## config.mk

```make
export PLATFORM = sky130hd
export DESIGN_NAME = fifo_rr_scheduler
export DESIGN_NICKNAME = d
export VERILOG_FILES = /design/src/rtl/fifo_rr_scheduler.sv
export SDC_FILE = /design/constraint.sdc
export NUM_CORES = 1
export LEC_CHECK = 0
export CORE_UTILIZATION = 36
export CTS_BUF_LIST = sky130_fd_sc_hd__clkbuf_4 sky130_fd_sc_hd__clkbuf_8 sky130_fd_sc_hd__clkbuf_16
export CTS_CLUSTER_DIAMETER = 60
export DETAILED_ROUTE_END_ITERATION = 16
export GPL_TIMING_DRIVEN = 0
export PLACE_DENSITY = 0.75
export SLEW_MARGIN = 20
export SYNTH_ARGS = -nofsm -noshare
export SYNTH_HDL_FRONTEND = slang
export SYNTH_SLANG_ARGS = --single-unit
export TNS_END_PERCENT = 100
```

## constraint.sdc

```tcl
create_clock -name clk -period 1.53 [get_ports clk]
set_input_delay 0.153 -clock clk [delete_from_list [all_inputs] [get_ports clk]]
set_output_delay 0.153 -clock clk [all_outputs]
set_load 0.05 [all_outputs]
```

## src/rtl/fifo_rr_scheduler.sv

```systemverilog
// Drains N_FIFOS input FIFOs into one output FIFO, one word per cycle, with round-robin arbitration.
// Define STRICT_PRIO_EN to replace round-robin with fixed priority (lowest non-empty index wins).
module fifo_rr_scheduler #(
  parameter int N_FIFOS   = 4,
  parameter int WORD_SIZE = 6,
  parameter int PTR_L     = 3,
  parameter int FULL_DEF  = 3,
  parameter int EMPTY_DEF = 1
) (
  input  logic                           clk,
  input  logic                           reset,
  input  logic                           init,
  input  logic [PTR_L-1:0]               full_threshold_in,
  input  logic [PTR_L-1:0]               empty_threshold_in,
  input  logic [N_FIFOS-1:0]             fifo_empty_in,
  input  logic [N_FIFOS-1:0]             fifo_error_in,
  input  logic [N_FIFOS*WORD_SIZE-1:0]   fifo_data_in,
  input  logic                           out_almost_full,
  input  logic                           out_fifo_full,
  input  logic                           out_error,
  output logic [N_FIFOS-1:0]             fifo_rd,
  output logic                           out_wr,
  output logic [WORD_SIZE-1:0]           out_data,
  output logic [PTR_L-1:0]               full_threshold,
  output logic [PTR_L-1:0]               empty_threshold,
  output logic [4:0]                     state,
  output logic                           idle,
  output logic                           error
);

  localparam int SEL_W = (N_FIFOS > 1) ? $clog2(N_FIFOS) : 1;

  localparam logic [4:0] S_RESET  = 5'b00001;
  localparam logic [4:0] S_INIT   = 5'b00010;
  localparam logic [4:0] S_IDLE   = 5'b00100;
  localparam logic [4:0] S_ACTIVE = 5'b01000;
  localparam logic [4:0] S_ERROR  = 5'b10000;

  // Handshake: fifo_rd is a one-cycle pop strobe; the popped FIFO presents its word the next
  // cycle, when out_wr pushes it unconditionally. There is no back-pressure on an in-flight word,
  // so out_almost_full must assert while the output FIFO still has one free entry.

  logic [SEL_W-1:0]     grant;
  logic                 grant_vld;
  logic [SEL_W-1:0]     rd_sel;
  logic [SEL_W-1:0]     wr_sel;
  logic                 in_flight;
  logic                 any_ready;
  logic                 err_det;
  logic                 pop_ok;
  logic [4:0]           state_nxt;
  logic [WORD_SIZE-1:0] data_hold;
  logic [WORD_SIZE-1:0] cur_word;
  logic [WORD_SIZE-1:0] words [N_FIFOS];

  for (genvar g = 0; g < N_FIFOS; g++) begin : g_unpack
    assign words[g] = fifo_data_in[g*WORD_SIZE +: WORD_SIZE];
  end

  assign cur_word  = words[wr_sel];
  assign out_data  = out_wr ? cur_word : data_hold;
  assign in_flight = |fifo_rd;
  assign any_ready = |(~fifo_empty_in);
  assign idle      = (state == S_IDLE);
  assign error     = (state == S_ERROR);

  assign err_det = (state != S_RESET) &&
                   ((|fifo_error_in) || out_error || (out_wr && out_fifo_full));

  // A pop is only issued when the FSM stays in ACTIVE, so leaving ACTIVE never starts a new word.
  assign pop_ok = (state == S_ACTIVE) && !err_det && !init && !out_almost_full && grant_vld;

`ifdef STRICT_PRIO_EN
  always_comb begin
    grant     = '0;
    grant_vld = 1'b0;
    for (int i = N_FIFOS - 1; i >= 0; i--) begin
      if (!fifo_empty_in[i]) begin
        grant     = SEL_W'(i);
        grant_vld = 1'b1;
      end
    end
  end
`else
  logic [SEL_W-1:0] rr_ptr;
  logic [SEL_W-1:0] cand;

  // Scan from farthest to nearest so the candidate closest after rr_ptr is the last one kept.
  always_comb begin
    grant     = '0;
    grant_vld = 1'b0;
    cand      = '0;
    for (int k = N_FIFOS; k >= 1; k--) begin
      cand = SEL_W'((int'(rr_ptr) + k) % N_FIFOS);
      if (!fifo_empty_in[cand]) begin
        grant     = cand;
        grant_vld = 1'b1;
      end
    end
  end

  always_ff @(posedge clk) begin
    if (reset) begin
      rr_ptr <= SEL_W'(N_FIFOS - 1);
    end else if (pop_ok) begin
      rr_ptr <= grant;
    end
  end
`endif

  always_comb begin
    state_nxt = state;
    if (state == S_RESET) begin
      state_nxt = S_INIT;
    end else if (err_det || state == S_ERROR) begin
      state_nxt = S_ERROR;
    end else begin
      case (state)
        S_INIT:   state_nxt = init ? S_INIT : S_IDLE;
        S_IDLE:   state_nxt = init ? S_INIT : (any_ready ? S_ACTIVE : S_IDLE);
        S_ACTIVE: state_nxt = init ? S_INIT :
                              ((!any_ready && !in_flight) ? S_IDLE : S_ACTIVE);
        default:  state_nxt = S_RESET;
      endcase
    end
  end

  always_ff @(posedge clk) begin
    if (reset) begin
      state           <= S_RESET;
      fifo_rd         <= '0;
      out_wr          <= 1'b0;
      rd_sel          <= '0;
      wr_sel          <= '0;
      data_hold       <= '0;
      full_threshold  <= PTR_L'(FULL_DEF);
      empty_threshold <= PTR_L'(EMPTY_DEF);
    end else begin
      state   <= state_nxt;
      fifo_rd <= '0;
      out_wr  <= in_flight;
      wr_sel  <= rd_sel;
      if (out_wr) begin
        data_hold <= cur_word;
      end
      if (pop_ok) begin
        fifo_rd <= N_FIFOS'(1) << grant;
        rd_sel  <= grant;
      end
      if (state == S_INIT && init) begin
        full_threshold  <= full_threshold_in;
        empty_threshold <= empty_threshold_in;
      end
    end
  end

endmodule

```

==> results of run 1 <==
through the flow:
| step | util [%] | worst slack [ns] | hold slack, ns |
|---|---|---|---|
| finish | 71.1 | -0.325 | 0.471 |
| global route | 71.1 | -0.388 | 0.498 |
| CTS | 65.7 | -0.344 | 0.364 |
| detailed placement | 59.7 | -0.638 | 0.453 |
| global placement | 59.7 | -0.632 | 0.454 |
| floorplan | - | -0.0730 | 0.221 |
report_power, final:
group / total, mW / leakage, nW / switching, mW / internal, mW
logic: 0.802 / 0.812 / 0.435 / 0.367
clock network: 0.578 / 0.0357 / 0.227 / 0.350
registers: 0.836 / 0.232 / 0.0632 / 0.773
layer usage:
metal | share of wire (%) | track usage (%)
met5 | 0 | 0
met4 | 1.8 | 6.39
met3 | 8.5 | 5.63
met2 | 51 | 39.5
met1 | 39 | 25.9
logic make-up (layout without fill, tap and decap cells):
group	after synthesis	in the layout
buffers and inverters	7	95
xor gates and xnor gates	1	1
muxes	17	17
DFF	28	28
and+or+nand+nor	57	57
AOI/OAI and AO/OA	23	23
critical path: cells and delay by family, from the launching register on:
kind | cells | cell delay [ns]
buf+inv | 2 | 0.28
flops | 1 | 0.34
mux | 2 | 0.81
timing repair:
action,CTS,global route
buffers inserted,8,12
resized for setup,92,35
hold buffers,0,0
endpoints found under the setup margin,37,28
pin swaps,14,12
hold endpoints to repair,0,0
cell type report:
cell class	count	area share [%]
buffer	4	1.10
clock buffer	3	1.57
clock inverter	1	1.14
inverter	1	0.143
multi-input combinational	98	39.0
sequential	28	22.3
tap	48	2.29
timing repair buffer	86	32.5
layout by cell type, fill, tap and decap left out, types with 2 or more instances in the layout:
cell type         n
clkdlybuf4s50_1  42
dfxtp_1          20
dlygate4sd2_1    17
buf_4            13
nor2_1           10
nor2b_1           8
buf_6             8
buf_8             6
mux4_2            6
mux2_4            6
dfxtp_4           6
mux2i_1           5
nor4_4            4
a211o_1           4
and3_1            4
a21oi_1           3
o21a_1            3
clkbuf_8          3
or3_4             2
nand2b_1          2
clkbuf_2          2
nor4_2            2
nor3_4            2
nand2_1           2
nor4_1            2
nor4b_2           2
dfxtp_2           2
sequential cells by signal, indices dropped and copies added, names as in the netlist:
| signal | flops |
|---|---|
| empty_threshold | 3 |
| out_wr | 1 |
| full_threshold | 3 |
| rr_ptr | 2 |
| data_hold | 6 |
| wr_sel | 2 |
| state | 5 |
| fifo_rd | 4 |
| rd_sel | 2 |
final timing paths:
kind                             startpoint                              to  slack (ns)
max reg2reg            wr_sel[0]$_SDFF_PP0_         data_hold[0]$_SDFF_PP0_       -0.09
min          full_threshold[1]$_SDFFE_PP1N_  full_threshold[1]$_SDFFE_PP1N_        0.47
max                    wr_sel[0]$_SDFF_PP0_                     out_data[3]       -0.33
min reg2reg  full_threshold[1]$_SDFFE_PP1N_  full_threshold[1]$_SDFFE_PP1N_        0.47
==> flow_summary.ini, run 1 <==
[outcome]
outcome = finished, violations left
violations = negative setup slack

[cells_and_area]
num-fill-cells = 285
multi_input_area_sq_um = 1020
drive_above_1_share_pct = 38.5
area_delta_synth_final_pct = 86.7
insertedDiodeCount = 0
seqCellArea_sq_um = 586
num-nets-final = 266
stdcell_area_sq_um = 2620
final_cells = 269

[logic_synthesis]
synth_cell_types = 45
synth_area_sq_um = 1410
postSynthAreaPerCell_sq_um = 10.6
yosys_warnings = 0
synth-edff-count = 0
ys_top_cells_by_count = dfxtp_1, nor2_1, nor2b_1
syn_inst = 133
synthesis.nets = 177
synth_flop_cell = dfxtp_1
synth_compound_area_share_pct = 12.2
synth_top_area_share_pct = 39.9
yosys.area.top_type = dfxtp_1
synth-seq-cells = 28
synthTopCellsByArea = dfxtp_1, mux4_2, mux2_2, nor2b_1, mux2i_1
synth-async-reset-ratio_pct = 0
synthMuxAreaShare_pct = 18.0
synth_adder_area_share_pct = 0
synthXorXnorAreaFrac_pct = 0.623
synth-simple-area-share_pct = 27.2
synthMostInstantiatedCell = dfxtp_1
synth_top_family_by_area = simple AND/OR/NAND/NOR gates
yosysSeqAreaShare_pct = 39.9

[placement]
dp_cells = 248
place_hpwl_um = 3070
port_buffers = 67
globalplace.congestion = 0.773
place_area_sq_um = 2200

[die]
io_pins = 68
num_rows = 22
die_w_um = 64.5
start_util_pct = 38.1
core_area_sq_um = 3690
die_h_um = 64.5
die_area_sq_um = 4160

[clock_network]
clock_sinks = 28
htreeDepth = 1
cts.path.max_buffers = 2
clock_latency_ns = 0.28
cts.clk_slew.worst_paths_ns = 0.09
clock-root-buffer = clkbuf_8
cts_tree = yes
cts_buffers = 3

[worst_setup_path]
arrival_ns = 1.70
reg2regPathDepth = 5
crit_chain = buf_8, mux4_2, mux2_4, buf_8
critPathKind = reg2out
crit_required_ns = 1.38
cp_max_fo = 6
path_common_cell = buf_8
cpPeakStageDelay_ns = 0.51
critPathSlowestCell = mux4_2
end_kind = primary output
critPathLaunchType = flop

[timing]
tns_ns = -2.43
finClkSkew_ns = 0.00399
rsz0062_at_grt = yes
period_needed_ns = 1.86
slew_violations = 0
max_freq_mhz = 539
fin_ws_ns = -0.325
hold_viol_final = 0
setup_viol = 17
slew_headroom_pct = 63.4
timing.final.crit_share_pct = 121
worstMarginPinSlew_ns = 0.548

[grt]
grt_first_pass_wirelength_um = 7070
antenna_found_initial = 0
track_usage_pct = 22.1
grt-ovfl-total = 0
grt_pass1_vias = 1490
grt_max_degree = 17

[drt]
wl_um = 4600
drc = 0
ant_nets = 0
via_per_inst = 5.35
first_pass_iters = 4
wl_per_cell_um = 17.1
detailroute.via_count = 1440
drtIter0Drc = 28

[power_and_ir_drop]
p_leak_nw = 1.08
irDropWorstVdd_v = 0.000628
powerDensity_nw_per_um2 = 844
finalPower_mw = 2.22

[min_path]
hp-class = reg2reg
hold_path_depth = 1

[run]
max-cap-violations = 0
(Power assumes the default switching activity.)
==> run 2, diff against run 1 <==
==> constraint.sdc (replaced) <==
create_clock -name clk -period 1.53 [get_ports clk]
set_input_delay 0.153 -clock clk [delete_from_list [all_inputs] [get_ports clk]]
set_output_delay 0.153 -clock clk [all_outputs]
set_load 0.02 [all_outputs]
==> run 2 against run 1 <==
The flow still finishes with violations (negative setup slack). Clock skew barely moved. Via count decreased by 4.3%. Register-to-register slack about the same. Largest cell class unchanged.
==> flow_summary.ini, run 2 (synthesized netlist as in run 1, its figures left out) <==
[clock_network]
clock_sinks = 28
clock_latency_ns = 0.28
cts.clk_slew.worst_paths_ns = 0.09
cts.path.max_buffers = 2
cts_tree = yes
cts_buffers = 3
ctsHoldBuffers = 0
clock-root-buffer = clkbuf_8
htreeDepth = 1

[die]
die_w_um = 64.5
core_area_sq_um = 3690
num_rows = 22
die_h_um = 64.5
start_util_pct = 38.1
io_pins = 68
die_area_sq_um = 4160

[grt]
grt_max_degree = 17
antenna_found_initial = 0
grt_first_pass_wirelength_um = 6580
use_met2_pct = 37.0
grtUsageMet3_pct = 5.46
grt_pass1_vias = 1428
grt-ovfl-total = 0
top_usage_layer = met2
grt.met1_usage_pct = 23.7
track_usage_pct = 20.4

[placement]
port_buffers = 67
globalplace.congestion = 0.774
place_hpwl_um = 3060

[cells_and_area]
area_delta_synth_final_pct = 79.2
insertedDiodeCount = 0
largest_registers = data_hold x6, state x5, fifo_rd x4
largest_register_ffs = 6
top_register = data_hold
drive_above_1_share_pct = 32.4
layout_commonest_cell = clkdlybuf4s50_1
num-fill-cells = 294
most-common-layout-cells = clkdlybuf4s50_1, dfxtp_1, nor2_1, buf_6, nor2b_1
num-nets-final = 258

[timing]
timing.final.crit_share_pct = 119
fin_hold_ws_ns = 0.476
fin_ws_ns = -0.288
tns_ns = -2.31
setup_viol = 19
slew_violations = 0
period_needed_ns = 1.82
rsz0062_at_grt = yes
slew_headroom_pct = 65.1
worstMarginPinSlew_ns = 0.524
finClkSkew_ns = 0.00416
max_freq_mhz = 550
hold_viol_final = 0

[min_path]
hp-class = in2reg

[worst_setup_path]
critPathSlowestCell = mux4_2
arrival_ns = 1.67
critPathLaunchType = flop
cpPeakStageDelay_ns = 0.50
crit_chain = buf_8, mux4_2, mux2_4, buf_6
crit_required_ns = 1.38
critPathKind = reg2out
path_buf_inv = 2
end_kind = primary output
cp_max_fo = 6
cpLargestDelayFamily = multiplexers

[power_and_ir_drop]
irDropWorstVdd_v = 0.000474
p_leak_nw = 1.01
powerDensity_nw_per_um2 = 816

[outcome]
outcome = finished, violations left
violations = negative setup slack

[drt]
drtIter0Drc = 26
via_per_inst = 5.28
first_pass_iters = 4
wl_um = 4280
wl_per_cell_um = 16.4
ant_nets = 0
drc = 0
detailroute.via_count = 1378

[run]
max-cap-violations = 0
run 2: cell count changes in the layout (fill, tap and decap cells not counted), moves of 2 or more:
cell,previous run,this run
buf_8,6,1
buf_4,13,7
clkdlybuf4s50_1,42,55
buf_6,8,11
dlymetal6s2s_1,0,2
dlygate4sd2_1,17,2
run 2: power by group:
| part | switching [mW] | internal (mW) | leakage (nW) | total (mW) |
|---|---|---|---|---|
| logic | 0.311 | 0.324 | 0.742 | 0.635 |
| registers | 0.0677 | 0.770 | 0.231 | 0.837 |
| clock network | 0.232 | 0.351 | 0.0357 | 0.583 |
| total | 0.611 | 1.44 | 1.01 | 2.06 |
run 2: worst min-delay path, delay by kind of cell:
family                 cells  cell delay [ns]
buffers and inverters      1             0.39
multiplexers               1             0.12
AND/OR/NAND/NOR            1             0.05
run 2: metrics by stage:
step | worst slack [ns] | cell area [sq um] | std cells | power [mW] | utilization, %
after floorplan | -0.0277 | 1430 | 133 | 1.09 | -
after global placement | -0.481 | 2160 | 248 | 1.33 | 58.5
after detailed placement | -0.525 | 2160 | 248 | 1.34 | 58.5
after CTS | -0.313 | 2380 | 256 | 1.99 | 64.6
after global routing | -0.339 | 2520 | 261 | 2.15 | 68.2
final | -0.288 | 2520 | 261 | 2.06 | 68.2
run 2: area by class of cell:
type | instances | area [sq um] | area share [%]
Clock buffer | 3 | 41.3 | 1.64
Tap cell | 48 | 60.1 | 2.39
Inverter | 1 | 3.75 | 0.149
Buffer | 4 | 28.8 | 1.14
Multi-Input combinational cell | 98 | 997 | 39.6
Sequential cell | 28 | 582 | 23.1
Clock inverter | 1 | 30.0 | 1.19
Timing Repair Buffer | 78 | 774 | 30.8
run 2: what timing repair did:
item | in CTS | in global routing
endpoints found under the setup margin | 29 | 30
endpoints found under the hold margin | 0 | 0
resized for setup | 73 | 24
pin swaps | 11 | 11
buffers inserted | 6 | 5
run 2: final timing paths:
kind / from / endpoint / slack (ns) / cells after the start
hold reg to reg: rd_sel[0]$_SDFFE_PP0P_ / wr_sel[0]$_SDFF_PP0_ / 0.48 / 1
setup reg to reg: state[2]$_SDFF_PP0_ / state[2]$_SDFF_PP0_ / -0.10 / 5
setup / recovery: wr_sel[0]$_SDFF_PP0_ / out_data[3] / -0.29 / 4
hold / removal: full_threshold_in[2] / full_threshold[2]$_SDFFE_PP0N_ / 0.48 / 3
run 2: routing by layer:
metal | part of all wire, % | up-vias
met5 | 0 | -
met4 | 0.63 | 0
met3 | 8.6 | 3
met2 | 48 | 61
met1 | 42 | 648
li1 | - | 666
==> run 3, diff against run 2 <==
- PLACE_DENSITY: 0.75 -> unset
- PLACE_DENSITY_LB_ADDON: unset -> 0.1
==> run 3 against run 2 <==
The run still ends with negative setup slack left. Sequential power about the same. Sequential cell count stayed put. Critical path depth stayed put. Die area is the same. First-iteration DRC count up 35%. Core utilization up 1.7 points. Cell count rose by 2.7%. Sequential share of layout area decreased by 0.65 points. Critical endpoint is now out_data[4]. Highest routed layer unchanged.
==> flow_summary.ini, run 3 (synthesized netlist as in run 1, its figures left out) <==
[outcome]
outcome = finished, violations left
violations = negative setup slack

[timing]
slew_violations = 0
timing.final.crit_share_pct = 120
hold_viol_final = 0
rsz0062_at_grt = yes
setup_viol = 17
slew_headroom_pct = 60.4
fin_ws_ns = -0.300
max_freq_mhz = 546
worstMarginPinSlew_ns = 0.595
finClkSkew_ns = 0.0112
fin_hold_ws_ns = 0.469
period_needed_ns = 1.83

[clock_network]
cts.path.max_buffers = 2
cts_tree = yes
clock_sinks = 28
clock-root-buffer = clkbuf_8
ctsHoldBuffers = 0
htreeDepth = 1
clock_latency_ns = 0.29
cts_buffers = 3
cts.clk_slew.worst_paths_ns = 0.10

[cells_and_area]
final_cells = 268
area_delta_synth_final_pct = 83.5
largest_register_ffs = 6
num-nets-final = 265
largest_registers = data_hold x6, state x5, fifo_rd x4
top_register = data_hold
insertedDiodeCount = 0
drive_above_1_share_pct = 35.5
num-fill-cells = 276
most-common-layout-cells = clkdlybuf4s50_1, dfxtp_1, buf_6, buf_4, nor2_1
stdcell_area_sq_um = 2580
layout_commonest_cell = clkdlybuf4s50_1

[drt]
drtIter0Drc = 35
via_per_inst = 5.37
detailroute.via_count = 1440
ant_nets = 0
drc = 0
wl_per_cell_um = 16.3
first_pass_iters = 4
wl_um = 4370

[die]
die_w_um = 64.5
die_area_sq_um = 4160
io_pins = 68
die_h_um = 64.5
core_area_sq_um = 3690
num_rows = 22
start_util_pct = 38.1

[worst_setup_path]
end_kind = primary output
crit_chain = buf_6, mux4_2, mux2_4, buf_6
cpPeakStageDelay_ns = 0.51
critPathLaunchType = flop
critPathSlowestCell = mux4_2
arrival_ns = 1.68
crit_required_ns = 1.38
cp_max_fo = 6
path_common_cell = buf_6
critPathKind = reg2out

[power_and_ir_drop]
netSwitchingFraction_pct = 29.8
internal_power_mw = 1.48
pwr-share-comb_pct = 32.1
pwr-share-clk_pct = 28.0
irDropWorstVdd_v = 0.00114
switchingPower_mw = 0.628
powerDensity_nw_per_um2 = 817
p_leak_nw = 1.06
pwr-share-seq_pct = 39.8

[min_path]
hp-class = reg2reg

[grt]
grt_pass1_vias = 1426
grt_max_degree = 17
grt_first_pass_wirelength_um = 6560
antenna_found_initial = 0
grt-ovfl-total = 0
track_usage_pct = 20.2

[placement]
place_area_sq_um = 2160
dpl_worst_slack_ns = -0.569
place_hpwl_um = 2830
globalplace.congestion = 0.724
dp_cells = 248
port_buffers = 67

[run]
max-cap-violations = 0
-- run 3: cell types whose count changed in the layout (fill, tap and decap cells not counted), moves of 2 or more --
cell	delta
clkdlybuf4s50_1	-2
nor4_1	+2
buf_4	+5
buf_6	+2
-- run 3: through the flow --
step	power (mW)	setup TNS, ns	util [%]
finish	2.11	-2.45	69.9
floorplan	1.09	-0.0599	-
global placement	1.33	-8.31	58.5
global route	2.18	-3.41	69.9
detailed placement	1.34	-8.67	58.5
CTS	2.00	-2.46	66.2
-- run 3: repair_timing --
| item | in CTS | in global routing |
|---|---|---|
| buffers inserted | 11 | 7 |
| gates cloned | 0 | 0 |
| endpoints found under the setup margin | 25 | 32 |
| gates resized for setup | 75 | 26 |
| pin swaps | 12 | 16 |
-- run 3: final cells by class --
cell class	count	area [sq um]	area share, %
Sequential cell	28	579	22.5
Clock buffer	3	41.3	1.60
Multi-Input combinational cell	98	1000	38.8
Clock inverter	1	30.0	1.16
Timing Repair Buffer	84	825	32.0
Inverter	1	3.75	0.146
Tap cell	48	60.1	2.33
Buffer	5	40.0	1.55
-- run 3: worst paths after layout --
check / start / cells past startpoint / slack (ns) / endpoint
max: wr_sel[0]$_SDFF_PP0_ / 4 / -0.30 / out_data[4]
min: rd_sel[0]$_SDFFE_PP0P_ / 1 / 0.47 / wr_sel[0]$_SDFF_PP0_
max reg2reg: out_wr$_SDFF_PP0_ / 7 / -0.15 / fifo_rd[2]$_SDFF_PP0_
min reg2reg: rd_sel[0]$_SDFFE_PP0P_ / 1 / 0.47 / wr_sel[0]$_SDFF_PP0_
-- run 3: critical path, delay by kind of cell, from the launching register on --
family	cells	cell delay, ns
muxes	2	0.80
DFF	1	0.34
buffers and inverters	2	0.26
-- run 3: power by group through the flow --
stage	Clock (mW)	Combinational [mW]	Sequential (mW)
3_3_place_gp	0	0.506	0.820
6_report	0.590	0.677	0.839
3_5_place_dp	0	0.517	0.827
4_1_cts	0.599	0.562	0.835
5_1_grt	0.621	0.713	0.846
2_1_floorplan	0	0.232	0.859
-- run 3: metal layers --
metal  routed length [um]  share of wire, %  track usage, %
met1                 1810                41            23.9
met2                 2160                49            35.8
met3                  359               8.2            5.81
met4                   45               1.0            4.44
met5                    0                 0               0
